===== src/rtl/regfile_2r1w.sv =====
// regfile_2r1w: parametrised 2-read / 1-write register file.
// Two combinational read ports, one write port with optional same-cycle
// bypass, and a sequenced clear engine that zeroes one entry per cycle.
module regfile_2r1w #(
    parameter int unsigned WIDTH  = 4,
    parameter int unsigned DEPTH  = 4,
    parameter int unsigned BYPASS = 1,
    localparam int unsigned AW    = $clog2(DEPTH)
) (
    input  logic             clk,
    input  logic             rst,
    input  logic             we,
    input  logic [AW-1:0]    waddr,
    input  logic [WIDTH-1:0] wdata,
    input  logic [AW-1:0]    raddr_a,
    output logic [WIDTH-1:0] rdata_a,
    input  logic [AW-1:0]    raddr_b,
    output logic [WIDTH-1:0] rdata_b,
    input  logic             clr_req,
    output logic             busy,
    output logic             wr_drop
);

    // One extra bit so DEPTH itself is representable for range checks.
    localparam logic [AW:0]   LP_DEPTH = (AW + 1)'(DEPTH);
    localparam logic [AW-1:0] LP_LAST  = AW'(DEPTH - 1);

    typedef enum logic {
        StIdle,
        StClear
    } state_e;

    state_e           r_state;
    state_e           w_state_d;
    logic [AW-1:0]    r_ptr;
    logic [AW-1:0]    w_ptr_d;
    logic             r_wr_drop;
    logic [WIDTH-1:0] r_mem [DEPTH];

    logic             w_wr_acc;
    logic             w_waddr_ok;
    logic             w_ra_ok;
    logic             w_rb_ok;

    assign w_waddr_ok = ({1'b0, waddr} < LP_DEPTH);
    assign w_ra_ok    = ({1'b0, raddr_a} < LP_DEPTH);
    assign w_rb_ok    = ({1'b0, raddr_b} < LP_DEPTH);
    // Writes only land while the clear engine is idle.
    assign w_wr_acc   = we && w_waddr_ok && (r_state == StIdle);

    assign busy    = (r_state == StClear);
    assign wr_drop = r_wr_drop;

    // Clear-engine next state: clr_req is only honoured from idle.
    always_comb begin
        w_state_d = r_state;
        w_ptr_d   = r_ptr;
        unique case (r_state)
            StIdle: begin
                if (clr_req) begin
                    w_state_d = StClear;
                    w_ptr_d   = '0;
                end
            end
            StClear: begin
                if (r_ptr == LP_LAST) begin
                    w_state_d = StIdle;
                    w_ptr_d   = '0;
                end else begin
                    w_ptr_d = r_ptr + AW'(1);
                end
            end
            default: begin
                w_state_d = StIdle;
                w_ptr_d   = '0;
            end
        endcase
    end

    // State, storage and drop flag; clearing takes precedence over writes.
    always_ff @(posedge clk) begin
        if (rst) begin
            r_state   <= StIdle;
            r_ptr     <= '0;
            r_wr_drop <= 1'b0;
            for (int i = 0; i < int'(DEPTH); i++) begin
                r_mem[i] <= '0;
            end
        end else begin
            r_state   <= w_state_d;
            r_ptr     <= w_ptr_d;
            r_wr_drop <= we && !w_wr_acc;
            if (r_state == StClear) begin
                r_mem[r_ptr] <= '0;
            end else if (w_wr_acc) begin
                r_mem[waddr] <= wdata;
            end
        end
    end

    // Read port A: out-of-range reads return 0; only accepted writes bypass.
    always_comb begin
        rdata_a = '0;
        if (w_ra_ok) begin
            rdata_a = r_mem[raddr_a];
        end
        if ((BYPASS != 0) && w_wr_acc && (waddr == raddr_a)) begin
            rdata_a = wdata;
        end
    end

    // Read port B: identical to port A, fully independent.
    always_comb begin
        rdata_b = '0;
        if (w_rb_ok) begin
            rdata_b = r_mem[raddr_b];
        end
        if ((BYPASS != 0) && w_wr_acc && (waddr == raddr_b)) begin
            rdata_b = wdata;
        end
    end

endmodule


===== config.mk =====
export PLATFORM = sky130hd
export DESIGN_NAME = regfile_2r1w
export DESIGN_NICKNAME = d
export VERILOG_FILES = /design/src/rtl/regfile_2r1w.sv
export SDC_FILE = /design/constraint.sdc
export NUM_CORES = 1
export LEC_CHECK = 0
export BUFFER_PORTS_ARGS = -buffer_cell sky130_fd_sc_hd__buf_4
export CAP_MARGIN = 20
export CORE_MARGIN = 10
export CORE_UTILIZATION = 50
export CTS_BUF_LIST = sky130_fd_sc_hd__clkbuf_8
export CTS_CLUSTER_SIZE = 14
export DETAILED_ROUTE_END_ITERATION = 10
export PLACE_DENSITY = 0.74
export SLEW_MARGIN = 25
export SYNTH_ARGS = -nofsm -noshare
export SYNTH_HDL_FRONTEND = slang
export SYNTH_SLANG_ARGS = --single-unit

===== constraint.sdc =====
create_clock -name clk -period 4.6 [get_ports clk]
set_input_delay 0.46 -clock clk [delete_from_list [all_inputs] [get_ports clk]]
set_output_delay 0.46 -clock clk [all_outputs]
set_load 0.02 [all_outputs]

### Word-level counts from Yosys, hierarchy flattened

Memories as Yosys holds them, arrays and structs flattened.
Cells that the tools add are included.

* bitwise gates (word level): 1
* reductions and logical operators: 7
* $add $sub $neg: 1
* multiplexer cells: 23
* eq/ne operators: 4

Operator list (count)
* $mux 4: 4
* $mux 1: 13
* $mux 2: 4
* $reduce_or 4->1: 2
* $eq 2x2->1: 2
* $logic_and 1x1->1: 4
* $pmux 2 s2: 1
* $add 2x1->2 const B: 1
* $eq 2x2->1 const B: 1
* $ne 2x2->1 const B: 1
* $pmux 1 s2: 1
* $logic_not 1->1: 1
* $not 1->1: 1

* bits in registers: 4
* bits in writable memories: 16
* output and inout port bits: 10
* word-level logic and storage cells: 40
* input bits: 14
* memories kept: 1

Memories
* r_mem: words 4, width 4, rd ports 2, clocked after memory_dff 0, write ports 4, line 38 `logic [WIDTH-1:0] r_mem [DEPTH];`

### Depth between registers and ports, before layout

Gate-level depths: netlist (run 1).

* depth after elaboration: 8
* gate-level depth with buffers: 4
* mapped depth without buffers: 4

### Least setup slack after synthesis (run 1)

No wires, ideal clock.

* path kind: input port to output port
* from: input raddr_b[0]
* to: output rdata_b[0]
* required time: 4.140 ns
* arrival time: 1.446 ns
* stages: 3
* slack: 2.694 ns
* buffers on the path: 1
* cells stage by stage: buf_2 mux4_2 mux2_2

* cells in the longest elaborated chain, start to end: 3
* elaborated cells on any way between the ends: 4
* classes of those cells: eq/ne: 1; mux: 1; reduce/logical: 1; memory: 1

Ends and longest elaborated chain
* start, declared: line 17 `input logic [AW-1:0] raddr_b,`
* branches (longest 2 deep; another with $mem_v2 4x4)
* $mux 4 (*): line 118 `if ((BYPASS != 0) && w_wr_acc && (waddr == raddr_b)) begin`
* end, declared: line 18 `output logic [WIDTH-1:0] rdata_b,`

Every way passes the cells marked *.

### Worst setup path after layout (run 1)

* from: register r_state, in the netlist busy
* to: output rdata_b[3]

* cells in the longest elaborated chain, start to end: 4

Ends and longest elaborated chain
* start, declared: line 33 `state_e r_state;`
* start signal, assigned: line 83 `r_state <= StIdle;`
* start signal, assigned: line 90 `r_state <= w_state_d;`
* $not 1->1: line 49 `assign w_wr_acc = we && w_waddr_ok && (r_state == StIdle);`
* $logic_and 1x1->1: line 49
* $logic_and 1x1->1: line 118
* $mux 4: line 118

Every way passes these cells.

==> qor.yml, run 1 <==
drt:
  wire_per_inst_um: 17.2
  drc_errors: 0
  via_per_inst: 5.68
  ant_nets: 0
  wl_mm: 2.50
  first_pass_iters: 4
  vias: 823
  drt_iter0_drc: 29
clocking:
  hold_buffers: 0
  postCtsResizedCells: 0
  postCtsSetupRepairBufs: 0
  clockBufferDepth: 2
  clk_pin_slew_worst_paths_ns: 0.07
  htree_num_levels: 1
  cts-root-buf: "clkbuf_8"
  cts_num_sinks: 20
  tritoncts: "built"
  cts-buffers-inserted: 3
  clock_latency_ns: 0.26
critical_path:
  crit_fanout: 16
  required_ns: 4.14
  start_kind: "flip-flop"
  reg2regPathDepth: 2
  critPathCaptureType: "output pin"
  critical_path_class: "reg2out"
  cp.arrival_ns: 1.74
sta:
  finalSetupViolCount: 0
  holdWs_ns: 0.397
  rsz0062_at_grt: "false"
  slew-limit-headroom_pct: 37.9
  finalCritPeriodShare_pct: 47.9
  final_max_slew_viol_count: 0
  finalClockSkew_ns: 0.00735
  final_hold_viol_count: 0
  tightest_slew_ns: 0.920
  period_needed_ns: 2.20
  fin_ws_ns: 2.40
  tns_ns: 0
  timing.fmax_mhz: 454
logic_synthesis:
  synthCells: 93
  synthFlopType: "edfxtp_1"
  synth_fp_nets: 108
  yosysUniqueCellTypes: 23
  synth_area_leader_cell: "edfxtp_1"
  synth-seq-cells: 20
  synth_edf_count: 16
  yosysSeqAreaShare_pct: 48.7
  synth-async-reset-ratio_pct: 0
  yosysTopAreaCellShare_pct: 41.8
  post-synth-top-count-cell: "edfxtp_1"
  avgSynthCellArea_um2: 12.4
  syn_area_mm2: 0.00115
  yosysWarnings: 0
  synth_common_cells: "edfxtp_1 (16), nor2_1 (14), mux2_2 (8), mux4_2 (8), nand2_1 (7)"
  yosys-top-cells-area: "edfxtp_1 (42%), mux4_2 (16%), mux2_2 (7.8%), dfxtp_1 (7.0%), nor2_1 (4.6%)"
die:
  std_cell_rows: 17
  die_h_um: 68.0
  start_util_pct: 52.5
  coreArea_mm2: 0.00219
  dieArea_mm2: 0.00462
  die_x_um: 68.0
  pin_count: 24
global_routing:
  grt_max_degree: 17
  grt_pass1_wl_mm: 4.03
  gr-max-usage-layer: "met2"
  overflow: 0
  antenna_found_initial: 0
  grt_use_total_pct: 11.6
  met2_usage_pct: 20.1
  grt_pass1_vias: 891
  use_met3_pct: 3.75
  met1_usage_pct: 11.8
min_path:
  hp-class: "in2reg"
  hold_path_depth: 2
cells_and_area:
  areaGrowthSynthToFinish_pct: 21.7
  num-nets-final: 133
  num_antenna_cells: 0
  n_fill_cell: 176
  drive_gt1_share_pct: 36.8
  fin_area_mm2: 0.00140
  stdcell_count: 145
  utilization_pct: 63.8
power_and_ir_drop:
  power_per_cell_area_mw_per_mm2: 319
  peakVddDrop_mv: 0.190
  p_leak_nw: 0.568
  p_total_mw: 0.446
place:
  dp_hpwl_mm: 2.06
  gp_congestion: 0.752
  portBuffers: 23
  place_inst: 141
  placed_cell_area_mm2: 0.00134
  preCtsSetupSlack_ns: 2.59
status:
  outcome: "completed"
run:
  drv_cap: 0
metal layers:
layer  vias to the layer above  part of all wire [%]
li1                        397                     -
met1                       390                    38
met2                        29                    52
met3                         7                   7.3
met4                         0                   2.6
met5                         -                     0
placed cells by master, fill, tap and decap left out:
| cell | count |
|---|---|
| a2111o_1 | 1 |
| nor2_1 | 14 |
| and3_1 | 1 |
| xnor2_1 | 4 |
| a21oi_1 | 3 |
| o41ai_1 | 1 |
| inv_1 | 5 |
| mux4_2 | 8 |
| ha_1 | 1 |
| o221ai_1 | 1 |
| nor3b_1 | 4 |
| nor2b_1 | 3 |
| o22a_1 | 1 |
| dfxtp_1 | 4 |
| buf_4 | 23 |
| edfxtp_1 | 16 |
| mux2_2 | 8 |
| nand2_1 | 7 |
| clkbuf_8 | 4 |
| or3b_1 | 1 |
| o2111ai_1 | 1 |
| nand2b_1 | 4 |
| nand3_1 | 2 |
worst max-delay path: stages, from the launching register on:
cell     delay (ns)
dfxtp_1        0.59
nor2b_1        0.13
nand3_1        0.23
mux2_2         0.37
buf_4          0.16
power by group:
group / switching, mW / internal [mW] / total (mW)
sequential: 0.00823 / 0.208 / 0.216
combinational: 0.0488 / 0.0493 / 0.0981
clock: 0.0562 / 0.0762 / 0.132
state kept, by name, indices dropped and copies added (netlist names):
name and flops:
busy 1, r_mem 16, r_ptr 2, wr_drop 1
logic make-up after synthesis:
family	after synthesis	share of synthesized area (%)
and+or+nand+nor	36	15.5
AOI/OAI and AO/OA	8	5.33
DFF	20	48.7
xor gates and xnor gates	4	3.05
muxes	16	23.5
buffers and inverters	8	2.83
adders and majority gates	1	1.09
path summary, 6_finish.rpt:
| check | end | from | slack [ns] |
|---|---|---|---|
| max reg2reg | r_mem[3][3]$_DFFE_PP_ | busy$_SDFF_PP0_ | 2.66 |
| min | r_ptr[0]$_SDFFE_PP0P_ | rst | 0.40 |
| min reg2reg | r_ptr[0]$_SDFFE_PP0P_ | r_ptr[0]$_SDFFE_PP0P_ | 0.61 |
| max | rdata_b[3] | busy$_SDFF_PP0_ | 2.40 |
layout make-up:
cell class	instances	area, µm²	share of cell area [%]
inverters	5	18.8	1.34
multi-input cells	65	557	39.8
well taps	28	35.0	2.50
clock buffers	4	55.1	3.94
repair buffers	23	173	12.3
flip-flops and latches	20	561	40.1
(Power assumes the default switching activity.)
==> run 2: changes to the inputs <==
clock period = 2.2 ns   (was 4.6 ns; I/O delays follow)
==> qor.yml, run 2 (same netlist as run 1, synthesis figures left out) <==
place:
  dp_hpwl_mm: 1.94  # -5.6%
  gp_congestion: 0.749  # -0.40%
  preCtsSetupSlack_ns: 0.371  # -2.22 ns
  portBuffers: 23  # unchanged
  placed_cell_area_mm2: 0.00135  # +0.56%
clocking:
  cts-root-buf: "clkbuf_8"
  postCtsSetupRepairBufs: 0  # unchanged
  postCtsResizedCells: 0  # unchanged
  clockBufferDepth: 2  # unchanged
  clock_latency_ns: 0.26  # about the same
  clk_pin_slew_worst_paths_ns: 0.07  # about the same
  tritoncts: "built"
  cts-buffers-inserted: 3  # unchanged
  htree_num_levels: 1  # unchanged
  hold_buffers: 0  # unchanged
  cts_num_sinks: 20  # unchanged
min_path:
  hp-class: "in2reg"
  whs_endpoint: "busy$_SDFF_PP0_"
  worstHoldStart: "rst"
  hold_path_depth: 2  # unchanged
critical_path:
  cp_slowest_cell: "dfxtp_1"
  critPathTopFamily: "flip-flops"
  required_ns: 1.98  # -2.16 ns
  critical_path_class: "reg2out"
  reg2reg_from: "busy$_SDFF_PP0_"
  critPathCaptureType: "output pin"
  r2r_end: "r_mem[1][3]$_SDFFCE_PN0P_"
  start_kind: "flip-flop"
  crit_fanout: 16  # unchanged
  rrSetupSlack_ns: 0.36  # -2.30 ns
  crit_buf_inv: 1  # unchanged
  crit_path_max_incr_delay_ns: 0.58  # about the same
  cp.arrival_ns: 1.70  # -0.04 ns
  reg2regPathDepth: 3  # +1
  cp_cell_sequence: "nor2b_1, nand3_1, mux2_2, buf_4"
power_and_ir_drop:
  power_per_cell_area_mw_per_mm2: 641  # +100%
  peakVddDrop_mv: 0.425  # +120%
  p_leak_nw: 0.567  # -0.17%
  p_total_mw: 0.895  # +100%
drt:
  wire_per_inst_um: 16.3  # -5.5%
  vias: 815  # -0.97%
  via_per_inst: 5.58  # -1.7%
  ant_nets: 0  # unchanged
  first_pass_iters: 4  # unchanged
  wl_mm: 2.38  # -4.8%
  drt_iter0_drc: 30  # +3.4%
  drc_errors: 0  # unchanged
sta:
  slew-limit-headroom_pct: 64.8  # +27 points
  finalCritPeriodShare_pct: 87.3
  final_hold_viol_count: 0  # unchanged
  timing.fmax_mhz: 520
  tightest_slew_ns: 0.527  # -0.393 ns
  finalSetupViolCount: 0  # unchanged
  finalClockSkew_ns: 0.00364  # -0.00371 ns
  fin_ws_ns: 0.278  # -2.12 ns
  tns_ns: 0  # unchanged
  period_needed_ns: 1.92
  rsz0062_at_grt: "false"
  final_max_slew_viol_count: 0  # unchanged
die:
  die_x_um: 68.0  # unchanged
  std_cell_rows: 17  # unchanged
  die_h_um: 68.0  # unchanged
  pin_count: 24  # unchanged
  start_util_pct: 52.5  # unchanged
  dieArea_mm2: 0.00462  # unchanged
  coreArea_mm2: 0.00219  # unchanged
cells_and_area:
  largest_registers: "r_mem (16), r_ptr (2)"
  num-nets-final: 134  # +0.75%
  fin_area_mm2: 0.00140  # -0.18%
  areaGrowthSynthToFinish_pct: 21.4
  mostFrequentLayoutCells: "buf_4 (24), edfxtp_1 (16), nor2_1 (14)"
  drive_gt1_share_pct: 36.4  # -0.31 points
  layout_commonest_cell: "buf_4"
  largest_register_ffs: 16  # unchanged
  num_antenna_cells: 0  # unchanged
  regMostFlops: "r_mem"
status:
  outcome: "completed"
global_routing:
  antenna_found_initial: 0  # unchanged
  grt_use_total_pct: 10.6  # -1.0 points
  grt_pass1_wl_mm: 3.73  # -7.5%
  grt_max_degree: 17  # unchanged
  grt_pass1_vias: 831  # -6.7%
  overflow: 0  # unchanged
run:
  drv_cap: 0  # unchanged
## run 2: routing by layer
layer | global-route usage (%) | wire length, µm | up-vias
met3 | 2.61 | 104 | 5
met5 | 0 | 0 | -
met1 | 10.5 | 1000 | 391
met4 | 4.52 | 41 | 0
li1 | - | - | 399
met2 | 20.2 | 1230 | 20
## run 2: where the power goes
group	internal (mW)	switching, mW
clock	0.124	0.116
combinational	0.105	0.0994
sequential	0.434	0.0171
## run 2: stage by stage
stage               instances  hold slack, ns  util [%]
floorplan                  93           0.289         -
global placement          142           0.432      61.7
detailed placement        142           0.436      61.7
CTS                       146           0.164      63.7
global route              146           0.171      63.7
finish                    146           0.164      63.7
## run 2: worst max path at each step
stage                                           end  slack, ns  cells past startpoint       startpoint
after floorplan               r_mem[3][0]$_DFFE_PP_       0.35                      3  busy$_SDFF_PP0_
after CTS                                rdata_b[1]       0.26                      4  busy$_SDFF_PP0_
final                                    rdata_b[0]       0.28                      4  busy$_SDFF_PP0_
after global placement    r_mem[1][3]$_SDFFCE_PN0P_       0.42                      3  busy$_SDFF_PP0_
after global routing                     rdata_b[2]       0.14                      4  busy$_SDFF_PP0_
after detailed placement  r_mem[1][3]$_SDFFCE_PN0P_       0.37                      3  busy$_SDFF_PP0_
## run 2: area by class of cell
cell class                      count  area (µm²)
Fill cell                         180         795
Sequential cell                    20         561
Multi-Input combinational cell     65         557
Timing Repair Buffer               24         180
Clock buffer                        3        41.3
Tap cell                           28        35.0
Inverter                            5        18.8
Clock inverter                      1        3.75
